`src/rtl/snake_dir_queue.sv`:
```
`default_nettype none
// ============================================================================
// Module   : snake_dir_queue
// Purpose  : Debounces the four raw direction buttons, turns each debounced
//            press into a one-cycle event, validates the winning request
//            against the newest pending heading and queues it. One queued turn
//            is applied to the snake heading per move_tick, so fast
//            double-turns between moves are kept.
// Ports    : clk           - system clock, rising edge
//            reset         - synchronous, active-low reset
//            up/down/left/right - raw asynchronous buttons
//            move_tick     - one-cycle pulse, snake advances one cell
//            direction     - current applied heading (00 U, 01 D, 10 L, 11 R)
//            queue_count   - number of pending turns
//            queue_full    - queue_count == QUEUE_DEPTH
//            turn_applied  - one-cycle pulse, a turn was popped into direction
//            turn_rejected - one-cycle pulse, a press event was discarded
// Revision : 1.0 - initial release
// ============================================================================
module snake_dir_queue #(
  parameter int         DEBOUNCE_CYCLES = 4,
  parameter int         QUEUE_DEPTH     = 2,
  parameter logic [1:0] INIT_DIR        = 2'b00
) (
  input  logic                             clk,
  input  logic                             reset,
  input  logic                             up,
  input  logic                             down,
  input  logic                             left,
  input  logic                             right,
  input  logic                             move_tick,
  output logic [1:0]                       direction,
  output logic [$clog2(QUEUE_DEPTH+1)-1:0] queue_count,
  output logic                             queue_full,
  output logic                             turn_applied,
  output logic                             turn_rejected
);

  localparam int c_CW  = $clog2(QUEUE_DEPTH + 1);
  localparam int c_DBW = $clog2(DEBOUNCE_CYCLES + 1);

  // Button index doubles as the requested heading code: up=00 ... right=11.
  logic [3:0] w_raw;
  logic [3:0] w_press;

  assign w_raw = {right, left, down, up};

  // --------------------------------------------------------------------------
  // Per-button synchroniser, debouncer and rising-edge detector
  // --------------------------------------------------------------------------
  for (genvar gi = 0; gi < 4; gi++) begin : g_btn
    logic             sync1_q;
    logic             sync2_q;
    logic             deb_q;
    logic             deb_prev_q;
    logic [c_DBW-1:0] cnt_q;

    always_ff @(posedge clk) begin
      if (!reset) begin
        sync1_q    <= 1'b0;
        sync2_q    <= 1'b0;
        deb_q      <= 1'b0;
        deb_prev_q <= 1'b0;
        cnt_q      <= '0;
      end else begin
        sync1_q    <= w_raw[gi];
        sync2_q    <= sync1_q;
        deb_prev_q <= deb_q;
        if (sync2_q != deb_q) begin
          // The sample that would bring the count to DEBOUNCE_CYCLES flips
          // the level instead, so the counter never holds that value.
          if (cnt_q == c_DBW'(DEBOUNCE_CYCLES - 1)) begin
            deb_q <= ~deb_q;
            cnt_q <= '0;
          end else begin
            cnt_q <= cnt_q + 1'b1;
          end
        end else begin
          cnt_q <= '0;
        end
      end
    end

    assign w_press[gi] = deb_q & ~deb_prev_q;
  end

  // --------------------------------------------------------------------------
  // Request arbitration and queue
  // --------------------------------------------------------------------------
  logic [1:0]      direction_q, direction_d;
  logic [1:0]      mem_q [QUEUE_DEPTH];
  logic [1:0]      mem_d [QUEUE_DEPTH];
  logic [c_CW-1:0] count_q, count_d;
  logic            queue_full_q;
  logic            turn_applied_q;
  logic            turn_rejected_q;

  logic            w_req_valid;
  logic [1:0]      w_req;
  logic [1:0]      w_ref;
  logic            w_pop;
  logic            w_push;
  logic            w_reject;
  logic [c_CW-1:0] w_wr_idx;

  always_comb begin
    w_req_valid = |w_press;
    w_req       = 2'b00;
    if      (w_press[0]) w_req = 2'b00;
    else if (w_press[1]) w_req = 2'b01;
    else if (w_press[2]) w_req = 2'b10;
    else if (w_press[3]) w_req = 2'b11;
  end

  always_comb begin
    // Reference heading is the newest pending turn, or the live heading.
    w_ref = direction_q;
    for (int i = 0; i < QUEUE_DEPTH; i++) begin
      if (count_q == c_CW'(i + 1)) w_ref = mem_q[i];
    end

    w_pop = move_tick && (count_q != '0);

    // Same axis (bit 1) means either a duplicate or a reversal; both rejected.
    // A full queue still accepts when the same edge pops an entry.
    w_push   = w_req_valid && (w_req[1] != w_ref[1]) && (!queue_full_q || w_pop);
    w_reject = w_req_valid && !w_push;

    // mem_q[0] is always the oldest entry; a pop shifts everything down.
    mem_d = mem_q;
    if (w_pop) begin
      for (int i = 0; i < QUEUE_DEPTH - 1; i++) begin
        mem_d[i] = mem_q[i + 1];
      end
    end

    w_wr_idx = w_pop ? (count_q - 1'b1) : count_q;
    if (w_push) begin
      for (int i = 0; i < QUEUE_DEPTH; i++) begin
        if (c_CW'(i) == w_wr_idx) mem_d[i] = w_req;
      end
    end

    count_d = count_q;
    if (w_push && !w_pop)      count_d = count_q + 1'b1;
    else if (!w_push && w_pop) count_d = count_q - 1'b1;

    // No bypass: only an entry already queued before this edge can be popped.
    direction_d = w_pop ? mem_q[0] : direction_q;
  end

  always_ff @(posedge clk) begin
    if (!reset) begin
      direction_q     <= INIT_DIR;
      mem_q           <= '{default: 2'b00};
      count_q         <= '0;
      queue_full_q    <= 1'b0;
      turn_applied_q  <= 1'b0;
      turn_rejected_q <= 1'b0;
    end else begin
      direction_q     <= direction_d;
      mem_q           <= mem_d;
      count_q         <= count_d;
      queue_full_q    <= (count_d == c_CW'(QUEUE_DEPTH));
      turn_applied_q  <= w_pop;
      turn_rejected_q <= w_reject;
    end
  end

  assign direction     = direction_q;
  assign queue_count   = count_q;
  assign queue_full    = queue_full_q;
  assign turn_applied  = turn_applied_q;
  assign turn_rejected = turn_rejected_q;

endmodule
`default_nettype wire

```
`config.mk`:
```
export PLATFORM = sky130hd
export DESIGN_NAME = snake_dir_queue
export DESIGN_NICKNAME = d
export VERILOG_FILES = /design/src/rtl/snake_dir_queue.sv
export SDC_FILE = /design/constraint.sdc
export NUM_CORES = 1
export LEC_CHECK = 0
export BUFFER_PORTS_ARGS = -buffer_cell sky130_fd_sc_hd__buf_2
export CAP_MARGIN = 0
export CELL_PAD_IN_SITES_DETAIL_PLACEMENT = 1
export CELL_PAD_IN_SITES_GLOBAL_PLACEMENT = 1
export CORE_UTILIZATION = 48
export DETAILED_ROUTE_END_ITERATION = 12
export PLACE_DENSITY_LB_ADDON = 0.1
export RECOVER_POWER = 25
export SLEW_MARGIN = 0
export SYNTH_ARGS = -nofsm -noshare
export SYNTH_HDL_FRONTEND = slang
export SYNTH_SLANG_ARGS = --single-unit
export TNS_END_PERCENT = 10
```
`constraint.sdc`:
```
create_clock -name clk -period 3.5 [get_ports clk]
set_input_delay 0.35 -clock clk [delete_from_list [all_inputs] [get_ports clk]]
set_output_delay 0.35 -clock clk [all_outputs]
set_load 0.03 [all_outputs]
```
# Yosys cells after proc, flatten, opt, wreduce, memory -nomap -nowiden
# Cells that the tools add are included.
totals:
  ff_bits: 39
  inputBits: 7
  word_cells: 98
classes:
  add_sub_neg: 6
  eq_ne: 13
  n_mux: 13
  bitwise_logic: 17
  n_reduce_logical: 22
op_table:
  columns: ["cell", "count"]
  rows:
  - ["two-way mux 2 bit", 12]
  - ["NOT 1 bit", 13]
  - ["adder 3 x 1 -> 3 bit, second input constant", 4]
  - ["equality test 3 x 2 -> 1 bit, second input constant", 4]
  - ["OR reduction 3 bit", 4]
  - ["AND reduction 2 bit", 5]
  - ["logical AND 1 bit", 6]
  - ["!= test 1 bit", 5]
  - ["AND 1 bit", 4]
  - ["equality test 2 bit, second input constant", 2]
  - ["two-way mux 4 bit", 1]
  - ["OR reduction 4 bit", 1]
  - ["logical NOT 1 bit", 3]
  - ["adder 2 x 1 -> 2 bit, second input constant", 1]
  - ["equality test 1 x 2 -> 1 bit, first input constant", 1]
  - ["equality test 2 x 1 -> 1 bit, second input constant", 1]
  - ["logical NOT 2 bit", 1]
  - ["nonzero test 2 bit", 1]
  - ["subtractor 2 x 1 -> 2 bit, second input constant", 1]
  - ["logical OR 1 bit", 1]

# Longest topological paths before layout
# Gate-level depths: netlist (run 1).
logic_depth:
  ltp_word: 14
  ltp_mapped: 8
  mapped_depth_nobuf: 7

# Least setup slack after synthesis (run 1)
# Ideal clock, no wire load.
synth_timing:
  kind: "flip-flop to flip-flop"
  startpoint: "register count_q[1], in the netlist queue_count[1]"
  endpoint: "register count_q[0], in the netlist queue_count[0]"
  setup_ps: 123
  arrival_time_ps: 2199
  setup_slack_ps: 1178
  stages_incl_launch_ff: 8
  n_path_buf: 0
  path_cell_list: "dfxtp_1 > inv_1 > ha_1 > mux2_4 > mux2i_4 > mux2_4 > mux2i_1 > mux2_1"
synth_between:
  elab_chain_cells: 10
synth_rtl:
  columns: ["item", "line_no", "source"]
  rows:
  - ["from (decl)", "93", "logic [c_CW-1:0] count_q, count_d;"]
  - ["from (signal assigned)", "163", "count_q <= count_d;"]
  - ["equality test 2 x 1 -> 1 bit", "119", "if (count_q == c_CW'(i + 1)) w_ref = mem_q[i];"]
  - ["two-way mux 2 bit (2 in series)", "119", null]
  - ["!= test 1 bit", "126", "w_push = w_req_valid && (w_req[1] != w_ref[1]) && (!queue_full_q || w_pop);"]
  - ["logical AND 1 bit (2 in series)", "126", null]
  - ["logical NOT 1 bit", "146", "else if (!w_push && w_pop) count_d = count_q - 1'b1;"]
  - ["logical AND 1 bit", "146", null]
  - ["two-way mux 2 bit", "146", null]
  - ["two-way mux 2 bit *", "145", "if (w_push && !w_pop) count_d = count_q + 1'b1;"]
# Every way passes the cells marked *; elsewhere a longest branch is shown, timed or not.
# A chain may end at the register's enable or synchronous reset.

# Final worst setup path (run 1)
# Same ends and word-level chain as after synthesis.

==> results.toml, run 1 <==
[outcome]
outcome = "finished, final reports clean"

[synthesis]
yosys-top-cells-count = "39 x dfxtp_1, 23 x nor2_1, 21 x nand2_1"
synth_nets = 187
synth-edff-count = 0
ys_warn_count = 0
yosysTopAreaCell = "dfxtp_1"
syn_area_mm2 = 0.001619
synth_seq_cells = 39
synth_top_area_share_pct = 48.22
syn_avg_cell_area_um2 = 9.580
synth_cell_types = 27
syn_inst = 169
ys_seq_area_share_pct = 48.22
yosysMostFrequentCell = "dfxtp_1"
synth_top_flop_cell = "dfxtp_1"
synthArstFlopShare_pct = 0
synth_area_leaders = "dfxtp_1 48%, ha_1 8.5%, mux2i_1 6.8%"

[sta]
finalSetupTns_ns = 0
hold_viol_final = 0
tightest_slew_ns = 0.7729
fmax_mhz = 446.6
final_max_slew_viol_count = 0
post-route-period-util_pct = 63.98
timing.final.ws_setup_ns = 1.261
finalSetupViolations = 0
rsz0062_at_grt = "false"
max_slew_margin_pct = 48.47
min_period_ns = 2.239
fin_skew_ns = 0.01604

[cells_and_area]
final_cells = 229
area.growth.synth_to_final_pct = 12.36
post-route-util_pct = 58.16
diodes = 0
nNetsFinal = 202
layout-drive-gt1-share_pct = 11.89

[floorplanning]
die_width_um = 60.08
start_util_pct = 51.76
die-area_mm2 = 0.003609
num_rows = 20
die_h_um = 60.08
ios = 14
coreArea_mm2 = 0.003128

[global_route]
gr-total-overflow = 0
antenna_found_initial = 0
grt_pass1_wl_mm = 4.774
grt.total_usage_pct = 18.91
grt_start_max_net_pins = 22
grt_pass1_vias = 1156

[clocking]
cts-root-buf = "clkbuf_4"
cts_tree = "yes"
cts_resized = 0
clk_pin_slew_ns = 0.10
clock-sinks = 39
clk_latency_ns = 0.36
hold_buffers = 0
numCtsBuffers = 5
post_cts_buffers = 0
h-tree-depth = 2
cts_max_path_buffers = 2

[power_and_ir_drop]
power_leakage_nw = 0.7877
switching_power_mw = 0.2830
p_comb_share_pct = 18.6
ir_drop_uv = 263.0
p_int_mw = 0.7574
p_total_mw = 1.040
pwr-share-clk_pct = 35.2
powerDensity_mw_per_mm2 = 571.9
p_seq_share_pct = 46.2
p_sw_share_pct = 27.20

[placed_design]
place_congestion = 0.7961
port_buffers = 13
post-place-cells = 221
dp_hpwl_mm = 2.182
place_ws_ns = 1.263

[setup_path]
crit_arrival_ns = 2.48
crit_family = "multiplexers"
r2r_cells = 7
path_buf_inv = 1
critPathRequiredTime_ns = 3.74
worst-setup-path-type = "reg -> reg"
crit_chain = "inv_1 -> ha_1 -> mux2_4 -> mux2i_4 -> mux2_4 -> mux2i_1 -> mux2_1"
r2r-end = "queue_count[0]"
crit_fanout = 8
end_kind = "register"
timing.rr.start = "queue_count[1]"
crit_path_start_kind = "register"
critPathMostFrequentCell = "mux2_4"
critPathMaxStageDelay_ns = 0.45
critPathSlowestCell = "dfxtp_1"
reg2reg_setup_slack_ns = 1.26

[routing]
drc = 0
avgViaCountPerCell = 4.983
wirelength_mm = 2.944
vias = 1141
dr.pass1.iters = 4
drt-initial-drc-count = 38
antenna_left = 0
wl_per_cell_um = 12.86

[worst_hold_path]
hold_depth = 2
min_to = "g_btn[2].sync1_q"
hold_path.class = "in -> reg"
min_from = "left"

[job]
cap_violations = 0
[metal layers]
metal	wire length, um	GRT usage [%]	vias up
met1	1208	17.19	534
met4	67	7.973	0
met5	0	0	-
met2	1573	37.14	21
met3	94	6.494	8
li1	-	-	578
[cell type report]
type	instances	area [um2]
Clock buffer	6	41.29
Clock inverter	2	60.06
Fill cell	375	1309
Inverter	12	45.04
Multi-Input combinational cell	113	773.2
Sequential cell	39	780.7
Tap cell	44	55.05
Timing Repair Buffer	13	63.81
[layout by cell type (no fill, tap or decap), types with 3 or more instances in the layout]
cell | Yosys | layout
nand3_1 | 3 | 3
and2_1 | 12 | 5
nor2_1 | 23 | 23
nand2b_1 | 3 | 3
nand2_1 | 21 | 21
mux2i_1 | 11 | 11
dfxtp_1 | 39 | 39
buf_2 | 1 | 12
ha_1 | 11 | 11
xnor2_1 | 5 | 5
or3_1 | 4 | 4
inv_1 | 12 | 12
nor2b_1 | 4 | 4
and2_0 | 0 | 7
clkbuf_4 | 0 | 5
[state kept, by name (all words and copies together) (netlist names)]
name and count:
queue_count 2, g_btn.sync2_q 4, turn_rejected 1, g_btn.cnt_q 12, g_btn.deb_q 4, mem_q 4, turn_applied 1, queue_full 1
g_btn.deb_prev_q 4, direction 2, g_btn.sync1_q 4
[worst reg2reg max path: stages (launching register included)]
cell,delay (ns)
dfxtp_1,0.45
inv_1,0.13
ha_1,0.21
mux2_4,0.31
mux2i_4,0.17
mux2_4,0.37
mux2i_1,0.17
mux2_1,0.33
[cells by family after synthesis]
logic type | synth area share (%)
buffers and inverters | 4.018
XOR/XNOR | 3.246
multiplexers | 10.74
AO/OA/AOI/OAI | 4.792
AND/OR/NAND/NOR | 20.48
flip-flops | 48.22
adder cells (fa/ha/maj) | 8.501
[how the worst max path moves through the flow]
| stage | start | to | slack [ns] | depth (start not counted) |
|---|---|---|---|---|
| global placement | queue_count[1] | queue_count[0] | 1.35 | 7 |
| detailed placement | queue_count[1] | queue_count[0] | 1.26 | 7 |
| CTS | queue_count[0] | queue_count[0] | 1.23 | 6 |
| floorplan | queue_count[1] | queue_count[0] | 1.18 | 7 |
| global route | queue_count[0] | queue_count[0] | 1.11 | 6 |
| finish | queue_count[1] | queue_count[0] | 1.26 | 7 |
[power by group through the flow]
stage	clock (mW)	combinational, mW	sequential (mW)
3_5_place_dp	0	0.193	0.491
5_1_grt	0.393	0.215	0.484
3_3_place_gp	0	0.179	0.489
6_report	0.366	0.194	0.481
2_1_floorplan	0	0.126	0.510
4_1_cts	0.374	0.195	0.481
[metrics by stage]
| step | hold slack [ns] | cell area [um2] |
|---|---|---|
| 4_1_cts | 0.1940 | 1821 |
| 5_1_grt | 0.1883 | 1819 |
| 2_1_floorplan | 0.3990 | 1619 |
| 3_5_place_dp | 0.4203 | 1719 |
| 3_3_place_gp | 0.4060 | 1719 |
| 6_report | 0.2034 | 1819 |
No activity file was read; power rests on OpenSTA's default activity.
==> inputs of run 2 (changes only) <==
CORE_UTILIZATION = 40   (was 48)
clock period = 1.9 ns   (was 3.5 ns; I/O delays follow)
==> run 2 against run 1 <==
  * The flow now finishes with violations (setup timing)
  * Worst setup slack got worse by 1.4 ns
  * Final cell count rose by 7.4%
  * Via count rose by 3.8%
  * Sequential power rose by 84%
  * Combinational power rose by 140%
  * Fmax rose by 11%
  * Clock-buffer cell count rose by 2
  * Hold slack got worse by 0.085 ns
  * Design area rose by 7.8%
  * Non-clock buffer count rose by 13
  * Sequential cell count did not move
  * Critical endpoint unchanged
==> results.toml, run 2 (synthesis gave the netlist of run 1 again) <==
[outcome]
outcome = "finished with violations"
violations = "setup timing"

[setup_path]
end_kind = "register"
critPathRequiredTime_ns = 2.07
crit_path_start_kind = "register"
crit_fanout = 6
crit_arrival_ns = 2.19
worst-setup-path-type = "reg -> reg"

[global_route]
antenna_found_initial = 0
grt_pass1_wl_mm = 5.796
gr-total-overflow = 0
grt.total_usage_pct = 18.08
grt_pass1_vias = 1273
grt_start_max_net_pins = 22

[power_and_ir_drop]
powerDensity_mw_per_mm2 = 994.6
ir_drop_uv = 483.1
power_leakage_nw = 0.8789

[clocking]
h-tree-depth = 2
clk_pin_slew_ns = 0.07
numCtsBuffers = 5
cts-root-buf = "clkbuf_8"
clock-sinks = 39
clk_latency_ns = 0.28
hold_buffers = 0
cts_max_path_buffers = 2
cts_tree = "yes"

[routing]
wl_per_cell_um = 13.30
wirelength_mm = 3.271
avgViaCountPerCell = 4.813
vias = 1184
antenna_left = 0
dr.pass1.iters = 4
drc = 0
drt-initial-drc-count = 40

[floorplanning]
die-area_mm2 = 0.004306
coreArea_mm2 = 0.003771
start_util_pct = 42.93
die_width_um = 65.62
num_rows = 22
ios = 14
die_h_um = 65.62

[job]
cap_violations = 0

[placed_design]
placed_area_mm2 = 0.001814
place_congestion = 0.7631
dp_hpwl_mm = 2.289
port_buffers = 13

[worst_hold_path]
hold_path.class = "in -> reg"

[sta]
tightest_slew_ns = 0.4471
hold_viol_final = 0
timing.final.ws_setup_ns = -0.1231
max_slew_margin_pct = 70.16
finalSetupViolations = 2
fin_skew_ns = 0.004437
rsz0062_at_grt = "true"
min_period_ns = 2.023
post-route-period-util_pct = 106.5
fmax_mhz = 494.3
finalSetupTns_ns = -0.1789
final_max_slew_viol_count = 0

[cells_and_area]
seqCellArea_um2 = 788.3
largest_reg_flops = 12
nNetsFinal = 215
final_common_cell = "dfxtp_1"
diodes = 0
layout-drive-gt1-share_pct = 21.72
max_flop_register = "g_btn.cnt_q"
final_cell_mix = "37 x dfxtp_1, 23 x nor2_1, 19 x nand2_1, 13 x buf_2, 13 x buf_4"
stdcell_area_mm2 = 0.001962
area.growth.synth_to_final_pct = 21.17
num-fill-cells = 429
multiInputGateArea_um2 = 803.3
==> run 2: where the power goes <==
group | switching [mW] | total (mW) | internal, mW
logic | 0.267 | 0.470 | 0.203
registers | 0.0266 | 0.884 | 0.857
clock network | 0.266 | 0.597 | 0.331
total | 0.560 | 1.95 | 1.39
==> run 2: cell type report <==
class,count,area share [%]
multi-input cells,113,40.94
well taps,48,3.061
flip-flops and latches,39,40.18
inverters,12,2.423
repair buffers,26,8.291
clock buffers,8,5.102
==> run 2: stage by stage <==
step                      setup WS [ns]  util (%)  hold slack [ns]  instances  power, mW
after floorplan                 -0.1333         -           0.3173        169      1.194
after global routing            -0.1826     52.02           0.1155        246      2.050
after CTS                      -0.07317     51.36           0.1107        245      1.952
after detailed placement       -0.07514     48.11           0.4042        234      1.345
final                           -0.1231     52.02           0.1180        246      1.951
after global placement         -0.04258     48.11           0.3954        234      1.328
==> run 2: worst paths after layout <==
check | startpoint | to | slack [ns] | cells after the start
max reg2reg | queue_count[1] | queue_count[0] | -0.12 | 7
max | queue_count[1] | queue_count[0] | -0.12 | 7
min reg2reg | g_btn[1].cnt_q[0] | g_btn[1].cnt_q[0] | 0.43 | 1
min | right | g_btn[3].sync1_q | 0.12 | 2
==> run 2: critical path: stages, from the launching register on <==
cell and delay, ns:
dfxtp_4 0.36, inv_4 0.04, ha_4 0.14, mux2_4 0.31
mux2i_4 0.19, mux2_4 0.36, mux2i_1 0.19, mux2_1 0.33
==> run 2: timing repair <==
action	in CTS	in global routing
setup endpoints to repair	2	7
endpoints found under the hold margin	0	0
buffers inserted	3	1
gates resized for setup	0	5
==> run 2: per-layer routing <==
metal	share of wire (%)	up-vias	GRT usage (%)	routed length [um]
li1	-	601	-	-
met1	44	564	19.09	1426
met2	53	17	34.18	1724
met3	2.9	2	4.688	96
met4	0.70	0	5.707	23
met5	0	-	0	0
==> inputs of run 3 (changes only) <==
CORE_MARGIN = 5   (was not set)
==> run 3 against run 2 <==
  * The flow still finishes with violations (setup timing)
  * Non-clock buffer count did not move
  * Hold slack lost 0.013 ns
  * Critical path depth stayed put
  * Global-route usage is 4.4 points lower
==> results.toml, run 3 (synthesis gave the netlist of run 1 again) <==
[outcome]
outcome = "finished with violations"
violations = "setup timing"

[setup_path]
crit_chain = "inv_4 -> ha_4 -> mux2_4 -> mux2i_4 -> mux2_4 -> mux2i_1 -> mux2_1"
worst-setup-path-type = "reg -> reg"
critPathSlowestCell = "dfxtp_4"
crit_arrival_ns = 2.17
critPathMaxStageDelay_ns = 0.36
end_kind = "register"
critPathMostFrequentCell = "mux2_4"
crit_path_start_kind = "register"
critPathRequiredTime_ns = 2.08
reg2reg_setup_slack_ns = -0.09
crit_fanout = 6

[clocking]
cts_max_path_buffers = 2
cts_tree = "yes"
clock-sinks = 39
clk_pin_slew_ns = 0.08
numCtsBuffers = 5
h-tree-depth = 2
clk_latency_ns = 0.29
cts-root-buf = "clkbuf_8"
hold_buffers = 0

[sta]
rsz0062_at_grt = "true"
timing.final.ws_setup_ns = -0.09339
post-route-period-util_pct = 104.9
finalSetupViolations = 2
tightest_slew_ns = 0.4574
fmax_mhz = 501.7
hold_viol_final = 0
max_slew_margin_pct = 69.47
fin_skew_ns = 0.009346
final_max_slew_viol_count = 0
finalSetupTns_ns = -0.1413
min_period_ns = 1.993

[power_and_ir_drop]
p_total_mw = 1.872
ir_drop_uv = 546.6
power_leakage_nw = 0.8536
powerDensity_mw_per_mm2 = 966.9

[routing]
vias = 1191
drc = 0
avgViaCountPerCell = 4.802
wirelength_mm = 3.119
wl_per_cell_um = 12.58
drt-initial-drc-count = 43
dr.pass1.iters = 4
antenna_left = 0

[floorplanning]
die_h_um = 73.62
start_util_pct = 40.77
num_rows = 23
ios = 14
die_width_um = 73.62
die-area_mm2 = 0.005420
coreArea_mm2 = 0.003971

[cells_and_area]
post-route-util_pct = 48.74
diodes = 0
largest_reg_flops = 12
multiInputGateArea_um2 = 790.8
area.growth.synth_to_final_pct = 19.55
final_cell_mix = "37 x dfxtp_1, 23 x nor2_1, 19 x nand2_1, 13 x buf_2, 13 x buf_4"
nNetsFinal = 215
num-fill-cells = 466
seqCellArea_um2 = 788.3
layout-drive-gt1-share_pct = 21.21
max_flop_register = "g_btn.cnt_q"
final_common_cell = "dfxtp_1"

[global_route]
gr-total-overflow = 0
grt_pass1_wl_mm = 5.658
grt_start_max_net_pins = 22
antenna_found_initial = 0
grt.total_usage_pct = 13.65
grt_pass1_vias = 1319

[worst_hold_path]
hold_path.class = "in -> reg"

[placed_design]
port_buffers = 13
dp_hpwl_mm = 2.340
place_congestion = 0.7906

[job]
cap_violations = 0
## run 3: cell types whose count changed in the layout (fill, tap and decap cells not counted), sizes merged
cell	previous run	this run
clkbuf	8	6
clkinv	0	1
inv	12	13
## run 3: routing by layer
| layer | global-route usage [%] | up-vias | wire, um |
|---|---|---|---|
| met5 | 0 | - | 0 |
| met4 | 4.829 | 0 | 54 |
| met1 | 14.98 | 567 | 1313 |
| met3 | 5.062 | 8 | 141 |
| li1 | - | 598 | - |
| met2 | 23.92 | 18 | 1610 |
## run 3: worst max-delay path: cells and delay by family (launching register included)
kind	cells	cell delay (ns)
buffers and inverters	1	0.04
adders and majority gates	1	0.14
muxes	5	1.34
DFF	1	0.36
## run 3: final timing paths
check,startpoint,endpoint,cells past startpoint
setup / recovery,queue_count[1],queue_count[0],7
hold / removal,down,g_btn[1].sync1_q,2
setup reg to reg,queue_count[1],queue_count[0],7
hold reg to reg,g_btn[2].cnt_q[0],g_btn[2].cnt_q[0],1
## run 3: area by class of cell
class	count	area share, %
clock inverters	2	0.5818
inverters	12	2.456
well taps	50	3.232
repair buffers	26	8.403
clock buffers	6	3.749
flip-flops and latches	39	40.72
multi-input cells	113	40.85
## run 3: timing repair
item	in CTS	in global routing
setup endpoints to repair	2	7
pin swaps	0	0
setup buffers	3	1
gates resized for setup	1	1
## run 3: power by group
group          internal [mW]  switching, mW
clock                  0.257          0.279
sequential             0.857         0.0271
combinational          0.194          0.257
## run 3: stage by stage
stage,hold WS (ns),instances,setup WS [ns],instance area (um2)
after floorplan,0.3173,169,-0.1333,1642
after global placement,0.3952,236,-0.03575,1817
after detailed placement,0.4008,236,-0.07706,1817
after CTS,0.09399,247,-0.08383,1926
after global routing,0.09610,248,-0.1721,1936
final,0.1045,248,-0.09339,1936
